### src/rtl/pipeline_ctrl.sv
// Hazard and pipeline-control unit for the five-stage RV64 core: per-stage stall/flush,
// PC redirect selection, a small wait/shadow FSM, and a stall-cycle performance counter.
module pipeline_ctrl #(
    parameter int CNT_W = 32
) (
    input  logic             clk,
    input  logic             rst,
    input  logic [4:0]       rs1_id,
    input  logic [4:0]       rs2_id,
    input  logic             rs1_used_id,
    input  logic             rs2_used_id,
    input  logic             we_csr_id,
    input  logic             valid_exe,
    input  logic             is_load_exe,
    input  logic             we_csr_exe,
    input  logic [4:0]       rd_exe,
    input  logic             mispredict_exe,
    input  logic             valid_mem,
    input  logic             we_csr_mem,
    input  logic             dmem_req_mem,
    input  logic             dmem_ack,
    input  logic             imem_ready,
    input  logic             trap_wb,
    output logic             stall_if,
    output logic             stall_id,
    output logic             stall_exe,
    output logic             stall_mem,
    output logic             stall_wb,
    output logic             flush_id,
    output logic             flush_exe,
    output logic             flush_mem,
    output logic             flush_wb,
    output logic             redirect,
    output logic [1:0]       redirect_sel,
    output logic [CNT_W-1:0] stall_cnt
);

    typedef enum logic [1:0] {
        RUN         = 2'd0,
        DMEM_WAIT   = 2'd1,
        TRAP_SHADOW = 2'd2,
        IMEM_WAIT   = 2'd3
    } state_t;

    localparam logic [1:0] SEL_NONE   = 2'd0;
    localparam logic [1:0] SEL_BRANCH = 2'd1;
    localparam logic [1:0] SEL_TRAP   = 2'd2;

    state_t state, state_next;

    logic dmem_stall;
    logic load_use;
    logic csr_hazard;

    // The ack cycle itself is a normal advance, so a pending mispredict falls through to it.
    assign dmem_stall = ~dmem_ack & ((state == DMEM_WAIT) | (dmem_req_mem & valid_mem));

    assign load_use = is_load_exe & valid_exe & (rd_exe != 5'd0) &
                      ((rs1_used_id & (rs1_id == rd_exe)) |
                       (rs2_used_id & (rs2_id == rd_exe)));

    assign csr_hazard = we_csr_id & ((we_csr_exe & valid_exe) | (we_csr_mem & valid_mem));

    always_ff @(posedge clk) begin
        if (rst) begin
            state <= RUN;
        end else begin
            state <= state_next;
        end
    end

    always_comb begin
        state_next   = RUN;
        stall_if     = 1'b0;
        stall_id     = 1'b0;
        stall_exe    = 1'b0;
        stall_mem    = 1'b0;
        stall_wb     = 1'b0;
        flush_id     = 1'b0;
        flush_exe    = 1'b0;
        flush_mem    = 1'b0;
        flush_wb     = 1'b0;
        redirect     = 1'b0;
        redirect_sel = SEL_NONE;

        if (rst) begin
            state_next = RUN;
        end else if (trap_wb) begin
            flush_id     = 1'b1;
            flush_exe    = 1'b1;
            flush_mem    = 1'b1;
            flush_wb     = 1'b1;
            redirect     = 1'b1;
            redirect_sel = SEL_TRAP;
            state_next   = TRAP_SHADOW;
        end else if (state == TRAP_SHADOW) begin
            // Kills the fetch that was already in flight when the trap redirected the PC.
            flush_id   = 1'b1;
            state_next = RUN;
        end else if (dmem_stall) begin
            stall_if   = 1'b1;
            stall_id   = 1'b1;
            stall_exe  = 1'b1;
            stall_mem  = 1'b1;
            flush_wb   = 1'b1;
            state_next = DMEM_WAIT;
        end else if (mispredict_exe & valid_exe) begin
            flush_id     = 1'b1;
            flush_exe    = 1'b1;
            redirect     = 1'b1;
            redirect_sel = SEL_BRANCH;
        end else if (load_use | csr_hazard) begin
            stall_if  = 1'b1;
            stall_id  = 1'b1;
            flush_exe = 1'b1;
        end else if (~imem_ready) begin
            stall_if   = 1'b1;
            flush_id   = 1'b1;
            state_next = IMEM_WAIT;
        end
    end

    always_ff @(posedge clk) begin
        if (rst) begin
            stall_cnt <= '0;
        end else if (stall_if) begin
            stall_cnt <= stall_cnt + 1'b1;
        end
    end

endmodule

### config.mk
export PLATFORM = sky130hd
export DESIGN_NAME = pipeline_ctrl
export DESIGN_NICKNAME = d
export VERILOG_FILES = /design/src/rtl/pipeline_ctrl.sv
export SDC_FILE = /design/constraint.sdc
export NUM_CORES = 1
export LEC_CHECK = 0
export CAP_MARGIN = 20
export CORE_ASPECT_RATIO = 1.1
export CORE_MARGIN = 2
export CORE_UTILIZATION = 49
export CTS_BUF_LIST = sky130_fd_sc_hd__clkbuf_4
export DETAILED_ROUTE_END_ITERATION = 6
export GPL_TIMING_DRIVEN = 0
export PLACE_DENSITY = 0.95
export SLEW_MARGIN = 0
export SYNTH_ARGS = -nofsm -noshare
export SYNTH_HDL_FRONTEND = slang
export SYNTH_SLANG_ARGS = --single-unit
### constraint.sdc
create_clock -name clk -period 5.8 [get_ports clk]
set_input_delay 1.16 -clock clk [delete_from_list [all_inputs] [get_ports clk]]
set_output_delay 1.16 -clock clk [all_outputs]
set_load 0.01 [all_outputs]
* Word-level counts from Yosys, hierarchy flattened
Cells that the tools add are included.
** Operators by class
- Magnitude comparators :: 0
- $add $sub $neg :: 1
- Reductions and logical operators :: 2
- Bitwise logic cells :: 16
- Multipliers :: 0
- Div/mod/pow operators :: 0
- Multiplexer cells :: 48
- Equal/unequal tests :: 4
- Shifts and indexed selects :: 0
** Operators by type and width (count)
- $mux 1 :: 40
- $add 32x1->32 const B :: 1
- $mux 2 :: 8
- $and 1x1->1 :: 11
- $eq 5x5->1 :: 2
- $reduce_bool 5->1 :: 1
- $or 1x1->1 :: 4
- $reduce_or 3->1 :: 1
- $eq 2x1->1 const B :: 1
- $eq 2x2->1 const B :: 1
- $not 1->1 :: 1
** Word-level totals
- Latch bits :: 0
- ROM bits :: 0
- Input bits :: 30
- Register bits after elaboration :: 34
- Bits in writable memories :: 0
- Memories :: 0
- Word-level logic and storage cells :: 74
- Output and inout port bits :: 44

* Logic depth before layout (Yosys ltp)
Gate-level depths: netlist of the first run.
- Word-level depth :: 11
- Depth in mapped cells :: 8
- Depth with buffers taken out :: 6

* Worst setup path after synthesis of the first run
Ideal clock, no wire load.
- Path kind :: input port to output port
- Start point :: in we_csr_exe
- End point :: out stall_if
- Data arrival time :: 2377 ps
- Required time :: 4640 ps
- Path buffers :: 2
- Setup slack :: 2263 ps
- Stages on the path :: 7
- Cell sequence :: a22oi_1 o21ai_0 a221o_2 o211ai_2 buf_2 buf_4 inv_1
** On the way
- Longest elaborated chain between the ends :: 10
** Ends and longest elaborated chain
- start: declaration :: RTL line 15 : input logic we_csr_exe,
- $and 1x1->1 :: RTL line 62 : assign csr_hazard = we_csr_id & ((we_csr_exe & valid_exe) | (we_csr_mem & valid_mem));
- $or 1x1->1 :: RTL line 62
- $and 1x1->1 :: RTL line 62
- $or 1x1->1 :: RTL line 112 : end else if (load_use | csr_hazard) begin
- $mux 1 :: RTL line 112
- $mux 1 :: RTL line 107 : end else if (mispredict_exe & valid_exe) begin
- $mux 1 :: RTL line 100 : end else if (dmem_stall) begin
- $mux 1 :: RTL line 96 : end else if (state == TRAP_SHADOW) begin
- $mux 1 :: RTL line 88 : end else if (trap_wb) begin
- $mux 1 :: RTL line 86 : if (rst) begin
- end: declaration :: RTL line 24 : output logic stall_if,
Every way passes these cells.

* Worst setup path in the final report of the first run
- Start point :: in valid_exe
- End point :: out stall_if
** On the way
- Longest elaborated chain between the ends :: 10
- Elaborated cells on any way between the ends :: 14
- Classes of those cells :: 6 x mux; 8 x bitwise
** Ends and longest elaborated chain
- start: declaration :: RTL line 13 : input logic valid_exe,
- $and 1x1->1, on equally long branches :: RTL line 58, 62
- $and 1x1->1 / $or 1x1->1 (equally long branches) :: RTL line 58, 62
- $and 1x1->1, on equally long branches :: RTL line 58, 62
- $or 1x1->1 :: RTL line 112
- $mux 1 :: RTL line 112
- $mux 1 (*) :: RTL line 107
- $mux 1 (*) :: RTL line 100
- $mux 1 (*) :: RTL line 96
- $mux 1 (*) :: RTL line 88
- $mux 1 (*) :: RTL line 86
Mark *: on every way between the ends. The rest lies on a longest branch, timed or not.

==> results.json, run 1 <==
{
  "peakVddDrop_mv": 0.08534,
  "yosys-top-cells-count": "dfxtp_1 (34), a21oi_1 (30), o21ai_0 (22)",
  "drv_cap": 0,
  "wl_per_cell_um": 14.54,
  "p_per_area_nw_per_um2": 153.7,
  "cts_root_buf": "clkbuf_4",
  "clk_path_buf_depth": 2,
  "syn_inst": 253,
  "crit_type": "input port to output pin",
  "crit_cells": 9,
  "r2r-end": "stall_cnt[17]",
  "nets": 363,
  "cts_setup_buffers": 0,
  "gr-total-overflow": 0,
  "synth.avg_cell_area_sq_um": 7.843,
  "totalPowerFinal_uw": 433.4,
  "regToRegStartpoint": "stall_cnt[2]",
  "synth_top_area_share": 0.3430,
  "timing.fmax_mhz": 211.4,
  "cts_made_buffers": 5,
  "grt_pass1_wl_mm": 9.425,
  "yosysSeqAreaShare": 0.3430,
  "grt_pass1_vias": 2196,
  "cpPeakStageDelay_ns": 0.47,
  "finalInstanceArea_sq_um": 2819,
  "r2r_slack_ns": 3.67,
  "critPathLaunch": "valid_exe",
  "skew_ns": 0.007678,
  "post_drt_via_cell_ratio": 5.873,
  "yosysUniqueCellTypes": 41,
  "yosys.area.top_type": "dfxtp_1",
  "hold_end": "stall_cnt[8]",
  "fin_crit_ns": 4.730,
  "synth-simple-area-share": 0.3140,
  "die_w_um": 64.68,
  "syn-cell-area_sq_um": 1984,
  "drt_iter0_drc": 150,
  "grt_use_total": 0.2577,
  "ctsHoldBuffers": 0,
  "met1Wirelength_mm": 2.238,
  "antenna_found_initial": 0,
  "ios": 74,
  "crit_slowest_cell": "clkdlybuf4s50_1",
  "synthXorXnorAreaFrac": 0.05738,
  "highest_layer": "met4",
  "ys_warn_count": 0,
  "start_util": 0.5045,
  "wl_met3_um": 409,
  "synth_compound_area_frac": 0.2175,
  "cp_max_fo": 10,
  "finalHoldViolCount": 0,
  "cp_num_buf_inv": 5,
  "setup_viol": 0,
  "core-area_sq_um": 3934,
  "die_area_sq_um": 4575,
  "synth_top_family_by_area": "simple AND/OR/NAND/NOR gates",
  "cts.repair.resized": 0,
  "grt_max_degree": 11,
  "path_clk_slew_ns": 0.10,
  "num_antenna_cells": 0,
  "worstHoldStart": "stall_cnt[8]",
  "place_area_sq_um": 2770,
  "area_growth_pct": 42.06,
  "finalSetupTns_ns": 0,
  "io_buffers": 72,
  "ys_ff_latch": 34,
  "met2_length_mm": 2.844,
  "rsz0062_at_grt": "false",
  "routed_wl_mm": 5.597,
  "drive_gt1_frac": 0.06607,
  "fp-row-count": 24,
  "synthTopCellsByArea": "dfxtp_1 (34%), a21oi_1 (7.6%), or3_1 (6.0%)",
  "synthAdderAreaFrac": 0.006305,
  "end_kind": "output pin",
  "tritoncts": "yes",
  "reg2reg_depth": 6,
  "startpoint_type": "input port",
  "async_flop_share": 0,
  "crit_top_cell": "clkdlybuf4s50_1",
  "period_share": 0.8155,
  "vias": 2261,
  "cp.arrival_ns": 3.57,
  "crit_family": "buffers and inverters",
  "critPathRequiredTime_ns": 4.64,
  "syn-num-nets": 284,
  "path_cells": "clkdlybuf4s50_1, a22oi_1, o21ai_0, a221o_2, o211ai_2, buf_2, buf_4, inv_1, clkdlybuf4s50_1",
  "drt_first_pass_iters": 4,
  "gp_congestion": 0.8487,
  "power.leakage_nw": 0.8856,
  "hold_ws_ns": 0.5062,
  "hold_depth": 2,
  "synth-edff-count": 0,
  "drv_slew": 0,
  "cts_max_level": 2,
  "cts.sinks": 34,
  "run_status": "finished clean",
  "yosysMostFrequentCell": "dfxtp_1",
  "ant_nets": 0,
  "clock_latency_ns": 0.34,
  "dpl.hpwl_mm": 4.345,
  "drc": 0,
  "synthFlopType": "dfxtp_1",
  "synth_mux_area_frac": 0.005044,
  "hold_path_class": "register to register",
  "die_y_um": 70.75
}
==> how the worst max path moves through the flow <==
stage	slack, ns	end
6_report	1.07	stall_if
5_1_grt	0.96	stall_if
4_1_cts	1.08	stall_if
3_5_place_dp	1.08	stall_if
3_3_place_gp	1.13	stall_if
2_1_floorplan	2.26	stall_if
==> worst min-delay path, delay by kind of cell, from the launching register on <==
kind / cells / cell delay, ns
flip-flops: 1 / 0.34
AO/OA/AOI/OAI: 2 / 0.13
==> metal layers <==
layer | vias up | track usage
met4 | 0 | 0.09693
met3 | 14 | 0.07154
li1 | 1098 | -
met1 | 1046 | 0.2971
met2 | 103 | 0.4525
met5 | - | 0
==> flip-flops by register name (all words and copies together), names as in the netlist <==
name / flops
stall_cnt: 32
state: 2
==> power by group <==
part / internal (mW) / switching (mW) / total (mW)
Sequential: 0.235 / 0.00106 / 0.236
Combinational: 0.0406 / 0.0342 / 0.0749
Clock: 0.0432 / 0.0796 / 0.123
Total: 0.318 / 0.115 / 0.433
==> cells by family (layout without fill, tap and decap cells) <==
kind of cell | Yosys count | count (layout)
adders and majority gates | 1 | 1
DFF | 34 | 34
xor gates and xnor gates | 13 | 13
other | 1 | 1
AOI/OAI and AO/OA | 73 | 73
and+or+nand+nor | 110 | 110
muxes | 1 | 1
buffers and inverters | 20 | 100
==> final cells by class <==
type                    instances  area [sq um]
inverters                       6         22.52
flip-flops and latches         34         680.7
repair buffers                 72         720.7
fillers                       294          1115
multi-input cells             199          1195
well taps                      52         65.06
clock inverters                 3         11.26
plain buffers                  14         86.33
clock buffers                   5         37.54
==> layout by cell type, fill, tap and decap left out, drive strengths merged, types with 2 or more instances in the layout <==
cell type      count
clkbuf            10
inv                6
nand3             14
or2                3
nand4              9
a21oi             30
nor3               4
buf                9
clkinv             3
o211ai             2
nand2b             4
and4               2
xnor2             10
dfxtp             34
nor2              17
o31ai             12
clkdlybuf4s50     72
and2               2
or3               19
xor2               3
or4               13
nand2             18
and3               2
o21ai             22
nor4               2
==> stage by stage <==
step / utilization / setup slack (ns) / std cells
after CTS: 0.7166 / 1.076 / 385
after detailed placement: 0.7042 / 1.077 / 377
after global routing: 0.7166 / 0.9610 / 385
final: 0.7166 / 1.070 / 385
after global placement: 0.7042 / 1.131 / 377
after floorplan: - / 2.263 / 253
Note: power is estimated with default switching activity, not from simulation.
==> inputs of run 2 (changes only) <==
CORE_UTILIZATION = 46   (was 49)
PLACE_DENSITY = 0.93   (was 0.95)
clock period = 4.9 ns   (was 5.8 ns; I/O delays follow)
==> run 2 against run 1 <==
  * Cell count increased by 0.26%
  * Non-clock buffer count did not move
  * First-iteration DRC count is 12% higher
  * Largest cell class unchanged
  * Combinational power rose by 17%
  * Critical endpoint unchanged
  * Clock power rose by 29%
  * Critical path depth unchanged
  * Largest power group unchanged
==> results.json, run 2 (same netlist as run 1, synthesis figures left out) <==
{
  "wl_per_cell_um": 14.11,
  "path_clk_slew_ns": 0.10,
  "cts_setup_buffers": 0,
  "final_cell_mix": "clkdlybuf4s50_1 (72), dfxtp_1 (34), a21oi_1 (30)",
  "cts.sinks": 34,
  "met1Wirelength_mm": 2.155,
  "gp_congestion": 0.8775,
  "final_common_cell": "clkdlybuf4s50_1",
  "grt_max_degree": 11,
  "crit_slowest_cell": "clkdlybuf4s50_1",
  "crit_top_cell": "clkdlybuf4s50_1",
  "top_register": "stall_cnt",
  "crit_family": "buffers and inverters",
  "antenna_found_initial": 0,
  "cp_num_buf_inv": 5,
  "cpPeakStageDelay_ns": 0.48,
  "start_util": 0.4699,
  "die_w_um": 66.63,
  "wl_met3_um": 392,
  "place_area_sq_um": 2773,
  "swShare": 0.2554,
  "largest_reg_flops": 32,
  "vias": 2215,
  "clock_latency_ns": 0.34,
  "combinationalPowerShare": 0.166,
  "routed_wl_mm": 5.445,
  "hold_path_class": "register to register",
  "cp_max_fo": 10,
  "io_buffers": 72,
  "skew_ns": 0.005565,
  "hold_ws_ns": 0.5058,
  "internal_power_uw": 391.0,
  "cts_root_buf": "clkbuf_4",
  "end_kind": "output pin",
  "cts_max_level": 2,
  "die_area_sq_um": 4856,
  "grt_pass1_vias": 2095,
  "cp.arrival_ns": 3.39,
  "nets": 363,
  "die_y_um": 72.89,
  "tritoncts": "yes",
  "finish.utilization": 0.6690,
  "grt_use_total": 0.2406,
  "cts_made_buffers": 5,
  "gr-total-overflow": 0,
  "crit_type": "input port to output pin",
  "rsz0062_at_grt": "false",
  "finalInstanceArea_sq_um": 2825,
  "hold_depth": 2,
  "ant_nets": 0,
  "dpl.hpwl_mm": 4.173,
  "ctsHoldBuffers": 0,
  "fin_crit_ns": 4.374,
  "reg_top3": "stall_cnt x32, state x2",
  "finalHoldViolCount": 0,
  "core-area_sq_um": 4223,
  "seq_power_share": 0.531,
  "power_switching_uw": 134.1,
  "ios": 74,
  "run_status": "finished clean",
  "drt_iter0_drc": 168,
  "cts.repair.resized": 0,
  "met2_length_mm": 2.833,
  "reg2reg_depth": 6,
  "drive_gt1_frac": 0.07229,
  "p_per_area_nw_per_um2": 185.9,
  "highest_layer": "met4",
  "setup_viol": 0,
  "clk_path_buf_depth": 2,
  "drv_cap": 0,
  "fin_ws_ns": 0.5259,
  "power.leakage_nw": 0.8901,
  "dpl_worst_slack_ns": 0.5606,
  "clkPwrFrac": 0.302,
  "period_share": 0.8927,
  "path_cells": "clkdlybuf4s50_1, a22oi_1, o21ai_0, a221o_2, o211ai_2, buf_2, buf_4, inv_1, clkdlybuf4s50_1",
  "grt_pass1_wl_mm": 9.142,
  "num_antenna_cells": 0,
  "startpoint_type": "input port",
  "timing.fmax_mhz": 228.6,
  "finalSetupTns_ns": 0,
  "post_drt_via_cell_ratio": 5.738,
  "fp-row-count": 25,
  "dp.cells": 379,
  "critPathRequiredTime_ns": 3.92,
  "drt_first_pass_iters": 6,
  "drc": 0,
  "peakVddDrop_mv": 0.1197,
  "drv_slew": 0,
  "fin_cells": 386,
  "area_growth_pct": 42.37,
  "totalPowerFinal_uw": 525.1,
  "crit_cells": 9
}
==> run 2: cell count changes in the layout (fill, tap and decap cells not counted), sizes merged <==
cell    before  now
clkinv       3    0
clkbuf      10   12
==> run 2: cell type report <==
| class | instances | area [sq um] |
|---|---|---|
| timing repair buffer | 72 | 720.7 |
| multi-input combinational | 199 | 1195 |
| buffer | 14 | 86.33 |
| tap | 54 | 67.56 |
| sequential | 34 | 680.7 |
| clock buffer | 7 | 52.55 |
| inverter | 6 | 22.52 |
| fill | 378 | 1398 |
==> run 2: final timing paths <==
path                 start            end  slack [ns]
max reg2reg   stall_cnt[2]  stall_cnt[17]        2.79
min          stall_cnt[20]  stall_cnt[20]        0.51
max              valid_exe       stall_if        0.53
min reg2reg  stall_cnt[20]  stall_cnt[20]        0.51
==> run 2: metal layers <==
layer | up-vias | track usage
met5 | - | 0
met4 | 0 | 0.07937
met3 | 7 | 0.07407
met2 | 94 | 0.4244
met1 | 1018 | 0.2739
li1 | 1096 | -
==> run 2: worst reg2reg max path: stages (launching register included) <==
cell and delay [ns]:
dfxtp_1 0.41, and3_1 0.25, nand3_1 0.18, or2_2 0.39
clkbuf_1 0.23, or4_1 0.44, a21oi_1 0.15
==> run 2: power by group through the flow <==
stage	Clock [mW]	Combinational [mW]	Sequential [mW]
2_1_floorplan	0	0.0409	0.285
3_5_place_dp	0	0.0870	0.285
6_report	0.159	0.0874	0.279
3_3_place_gp	0	0.0852	0.285
5_1_grt	0.173	0.0948	0.279
4_1_cts	0.159	0.0875	0.279
==> inputs of run 3 (changes only) <==
SETUP_SLACK_MARGIN = 0.5   (was unset)
==> run 3 against run 2 <==
  * Clock-buffer cell count did not move
  * Setup slack improved by 0.068 ns
  * Total power barely moved
==> results.json, run 3 (same netlist as run 1, synthesis figures left out) <==
{
  "run_status": "finished clean",
  "grt_pass1_vias": 2095,
  "r2r-end": "stall_cnt[15]",
  "setup_viol": 0,
  "cp.arrival_ns": 3.33,
  "post_drt_via_cell_ratio": 5.736,
  "reg2reg_depth": 6,
  "die_w_um": 66.63,
  "cts_root_buf": "clkbuf_4",
  "vias": 2214,
  "fp-row-count": 25,
  "finalHoldViolCount": 0,
  "rsz0062_at_grt": "true",
  "power.leakage_nw": 0.9031,
  "cts_made_buffers": 5,
  "r2r_slack_ns": 2.79,
  "clock_latency_ns": 0.35,
  "reg_top3": "stall_cnt x32, state x2",
  "ant_nets": 0,
  "hold_depth": 2,
  "final_common_cell": "clkdlybuf4s50_1",
  "gp_congestion": 0.8775,
  "worstHoldStart": "stall_cnt[20]",
  "critPathRequiredTime_ns": 3.92,
  "drive_gt1_frac": 0.07530,
  "use_met1": 0.2739,
  "ctsHoldBuffers": 0,
  "ios": 74,
  "die_y_um": 72.89,
  "cts.sinks": 34,
  "end_kind": "output pin",
  "drt_iter0_drc": 178,
  "dpl.hpwl_mm": 4.173,
  "drt_first_pass_iters": 4,
  "fin_cells": 386,
  "finalSetupTns_ns": 0,
  "cts_max_level": 2,
  "crit_top_cell": "clkdlybuf4s50_1",
  "largest_reg_flops": 32,
  "drc": 0,
  "wl_per_cell_um": 14.13,
  "hold_path_class": "register to register",
  "grt.met3_usage": 0.07407,
  "crit_slowest_cell": "clkdlybuf4s50_1",
  "drv_slew": 0,
  "n_fill_cell": 372,
  "nets": 363,
  "num_antenna_cells": 0,
  "peakVddDrop_mv": 0.1181,
  "dp.cells": 379,
  "startpoint_type": "input port",
  "die_area_sq_um": 4856,
  "drv_cap": 0,
  "grt_max_degree": 11,
  "cp_max_fo": 10,
  "path_clk_slew_ns": 0.10,
  "grt_use_total": 0.2406,
  "area_growth_pct": 42.88,
  "path_cells": "clkdlybuf4s50_1, a22oi_2, o21ai_0, a221o_2, o211ai_2, clkbuf_4, buf_4, inv_1, clkdlybuf4s50_1",
  "fin_crit_ns": 4.306,
  "crit_type": "input port to output pin",
  "gr-total-overflow": 0,
  "grt_pass1_wl_mm": 9.142,
  "routed_wl_mm": 5.455,
  "grt-busiest-layer": "met2",
  "regToRegStartpoint": "stall_cnt[2]",
  "final_cell_mix": "clkdlybuf4s50_1 (71), dfxtp_1 (34), a21oi_1 (30)",
  "timing.fmax_mhz": 232.2,
  "skew_ns": 0.007283,
  "top_register": "stall_cnt",
  "period_share": 0.8789,
  "grt_util_met2": 0.4244,
  "hold_end": "stall_cnt[20]",
  "clk_path_buf_depth": 2,
  "io_buffers": 72,
  "core-area_sq_um": 4223,
  "antenna_found_initial": 0,
  "p_per_area_nw_per_um2": 185.3,
  "tritoncts": "yes",
  "start_util": 0.4699,
  "cpPeakStageDelay_ns": 0.48
}
run 3: cell count changes in the layout (fill, tap and decap cells not counted), sizes merged:
cell / delta
clkdlybuf4s50: -1
buf: -1
clkbuf: +1
dlymetal6s2s: +1
run 3: worst max-delay path by stage:
stage | start | to | slack [ns] | cells after the start
6_report | valid_exe | stall_if | 0.59 | 9
5_1_grt | valid_exe | stall_if | 0.49 | 9
4_1_cts | valid_exe | stall_if | 0.56 | 9
3_5_place_dp | valid_exe | stall_if | 0.56 | 9
3_3_place_gp | rd_exe[0] | flush_id | 0.62 | 8
2_1_floorplan | we_csr_exe | stall_if | 1.72 | 7
run 3: area by class of cell:
cell class | instances | area, sq um | share of cell area
inverters | 6 | 22.52 | 0.007944
repair buffers | 72 | 723.2 | 0.2551
multi-input cells | 199 | 1200 | 0.4232
flip-flops and latches | 34 | 680.7 | 0.2401
plain buffers | 14 | 88.84 | 0.03133
well taps | 54 | 67.56 | 0.02383
clock buffers | 7 | 52.55 | 0.01853
run 3: worst max-delay path, delay by kind of cell:
kind	cells	cell delay, ns
buffers and inverters	5	1.45
AO/OA/AOI/OAI	4	0.90
run 3: where the power goes:
part	total, mW	internal [mW]	switching [mW]
combinational	0.0881	0.0483	0.0398
clock	0.158	0.0651	0.0931
sequential	0.279	0.278	0.00118
total	0.525	0.391	0.134
run 3: what timing repair did:
item,4_1_cts,5_1_grt
hold endpoints to repair,0,0
setup buffers,0,0
endpoints found under the setup margin,0,2
resized for setup,0,3
run 3: stage by stage:
stage	power, mW	utilization	worst slack [ns]	hold WS (ns)	cell area (sq um)
after floorplan	0.3263	-	1.723	0.5023	1984
after global placement	0.3705	0.6566	0.6203	0.4848	2773
after detailed placement	0.3724	0.6566	0.5606	0.4968	2773
after CTS	0.5254	0.6690	0.5566	0.5103	2825
after global routing	0.5478	0.6714	0.4903	0.5370	2835
final	0.5253	0.6714	0.5936	0.5061	2835
run 3: per-layer routing:
metal | routed length (um) | part of all wire
met5 | 0 | 0
met4 | 63 | 0.012
met2 | 2822 | 0.52
met1 | 2179 | 0.40
met3 | 389 | 0.071
==> edit (flow settings as in run 2) <==
Put a register stage on the output `redirect`, without a reset. The value now appears one clock later. The other outputs are not delayed to match. Comments in the files are not updated.
--- a/src/rtl/pipeline_ctrl.sv
+++ b/src/rtl/pipeline_ctrl.sv
@@ -46,6 +46,8 @@
     localparam logic [1:0] SEL_BRANCH = 2'd1;
     localparam logic [1:0] SEL_TRAP   = 2'd2;
 
+    logic redirect_d;
+
     state_t state, state_next;
 
     logic dmem_stall;
@@ -80,7 +82,7 @@
         flush_exe    = 1'b0;
         flush_mem    = 1'b0;
         flush_wb     = 1'b0;
-        redirect     = 1'b0;
+        redirect_d   = 1'b0;
         redirect_sel = SEL_NONE;
 
         if (rst) begin
@@ -90,7 +92,7 @@
             flush_exe    = 1'b1;
             flush_mem    = 1'b1;
             flush_wb     = 1'b1;
-            redirect     = 1'b1;
+            redirect_d   = 1'b1;
             redirect_sel = SEL_TRAP;
             state_next   = TRAP_SHADOW;
         end else if (state == TRAP_SHADOW) begin
@@ -107,7 +109,7 @@
         end else if (mispredict_exe & valid_exe) begin
             flush_id     = 1'b1;
             flush_exe    = 1'b1;
-            redirect     = 1'b1;
+            redirect_d   = 1'b1;
             redirect_sel = SEL_BRANCH;
         end else if (load_use | csr_hazard) begin
             stall_if  = 1'b1;
@@ -128,5 +130,9 @@
         end
     end
 
+    always_ff @(posedge clk) begin
+        redirect <= redirect_d;
+    end
+
 endmodule
 
Formal check against the unedited RTL: not equivalent (a bounded check fails within 4 cycles, from zero or initial values and one cycle with rst high).
==> edit against run 2 <==
Sequential share of layout area rose by 0.11 points. Wire length rose by 11%. Final area rose by 2.5%. Critical path depth fell by 1. Total power rose by 0.53%. Synthesized cell count rose by 0.79%. Critical endpoint unchanged. Combinational power barely moved. Worst setup slack got worse by 290 ps. Sequential cell count rose by 1. First-iteration DRC count rose by 26%. Core utilization rose by 0.66 points. Critical path type unchanged. Clock power fell by 4%. Synthesized area rose by 3.4%.
==> edit: results (changes against run 2) <==
Area contributors post-synth = dfxtp_1 (34%), a21oi_1 (7.6%), o31ai_1 (6.2%)
Pleak = 0.925 nW (+3.9%)
biggest regs = stall_cnt x32, state x2, redirect x1
sequential-to-total area share from yosys stat = 0.341 (-0.00154)
Arr. time, crit path = 3680 ps (+290 ps)
top post-synthesis cells by count = dfxtp_1 (35), a21oi_1 (31), o31ai_1 (17), or4_1 (15)
power consumption = 0.528 mW (+0.53%)
largest net degree at the start of global routing = 11 (unchanged)
Max IR drop VDD = 0.102 mV (-14%)
layout clock buffer count = 5 (-2)
Buffers, non-clock = 90 (+4.7%)
clock-cell share of area = 0.0160 (-0.00261)
async set-reset flop share out of synthesis = 0 (unchanged)
skew final = 11.7 ps (+6.17 ps)
Pre-antenna DRT Iters = 5 (-1)
worst skew pair latency = 360 ps (+20 ps)
share of layout cells above drive strength 1 = 0.0838 (+0.0115)
area taken by multi-input logic gates = 1250 um^2 (+4.6%)
DR iter-0 viols = 211 (+26%)
Syn Area/Cell = 8.05 um^2 (+2.6%)
Distinct cells, synth = 45 (+9.8%)
WL final = 6020 um (+11%)
Multi-In Gates = 195 (-2.0%)
multi-input combinational area share = 0.432 (+0.00878)
area delta synth->final = 41.1%
clock tree sinks = 35 (+2.9%)
vias per cell = 6.18 (+7.7%)
Seq pwr share = 0.546 (+0.015)
routability cong. = 0.872 (-0.62%)
M1 wire length = 2220 um (+3.2%)
placed cells = 381 (+0.53%)
nets@finish = 365 (+0.55%)
Synthesized Nets = 286 (+0.70%)
Non-clk invs = 7 (+1)
Post-DP Area = 2840 um^2 (+2.4%)
grt met2 use = 0.452 (+0.0276)
status = completed
sequential cell area share = 0.242 (+0.00108)
Routed met2 length = 3050 um (+7.7%)
Setup WS pre-CTS = 26.5 ps (-534 ps)
Fill cells = 352 (-6.9%)
GRT Resource Usage Total = 0.249 (+0.00874)
vias in the first global route = 2226 (+6.3%)
buffering overhead = 0.278 (-0.00778)
GRT met3 Usage = 0.0590 (-0.0151)
P_clk = 0.152 mW (-4%)
sw frac = 0.272 (+0.0162)
post-CTS sizing = 1 (+1)
## edit: cells by family (layout without fill, tap and decap cells)
family                     Yosys count  count (layout)  synth area share
and+or+nand+nor                    105             105             0.309
AOI/OAI and AO/OA                   75              75             0.232
DFF                                 35              35             0.341
buffers and inverters               25             104            0.0530
xor gates and xnor gates            12              12            0.0512
adders and majority gates            1               1           0.00610
other                                1               1           0.00183
muxes                                1               1           0.00488
## edit: worst paths after layout
path                                                  from  slack, ps  cells past startpoint                         end
worst max register to register  stall_cnt[12]$_SDFFE_PP0P_       2430                      6  stall_cnt[30]$_SDFFE_PP0P_
worst min-delay path            stall_cnt[31]$_SDFFE_PP0P_        500                      2  stall_cnt[31]$_SDFFE_PP0P_
worst max-delay path                             rd_exe[0]        240                      8                    stall_if
worst min register to register  stall_cnt[31]$_SDFFE_PP0P_        500                      2  stall_cnt[31]$_SDFFE_PP0P_
## edit: worst min-delay path, cell delays in order, from the launching register on
cell	delay (ps)
dfxtp_1	330
o21ai_0	70
a21oi_1	60
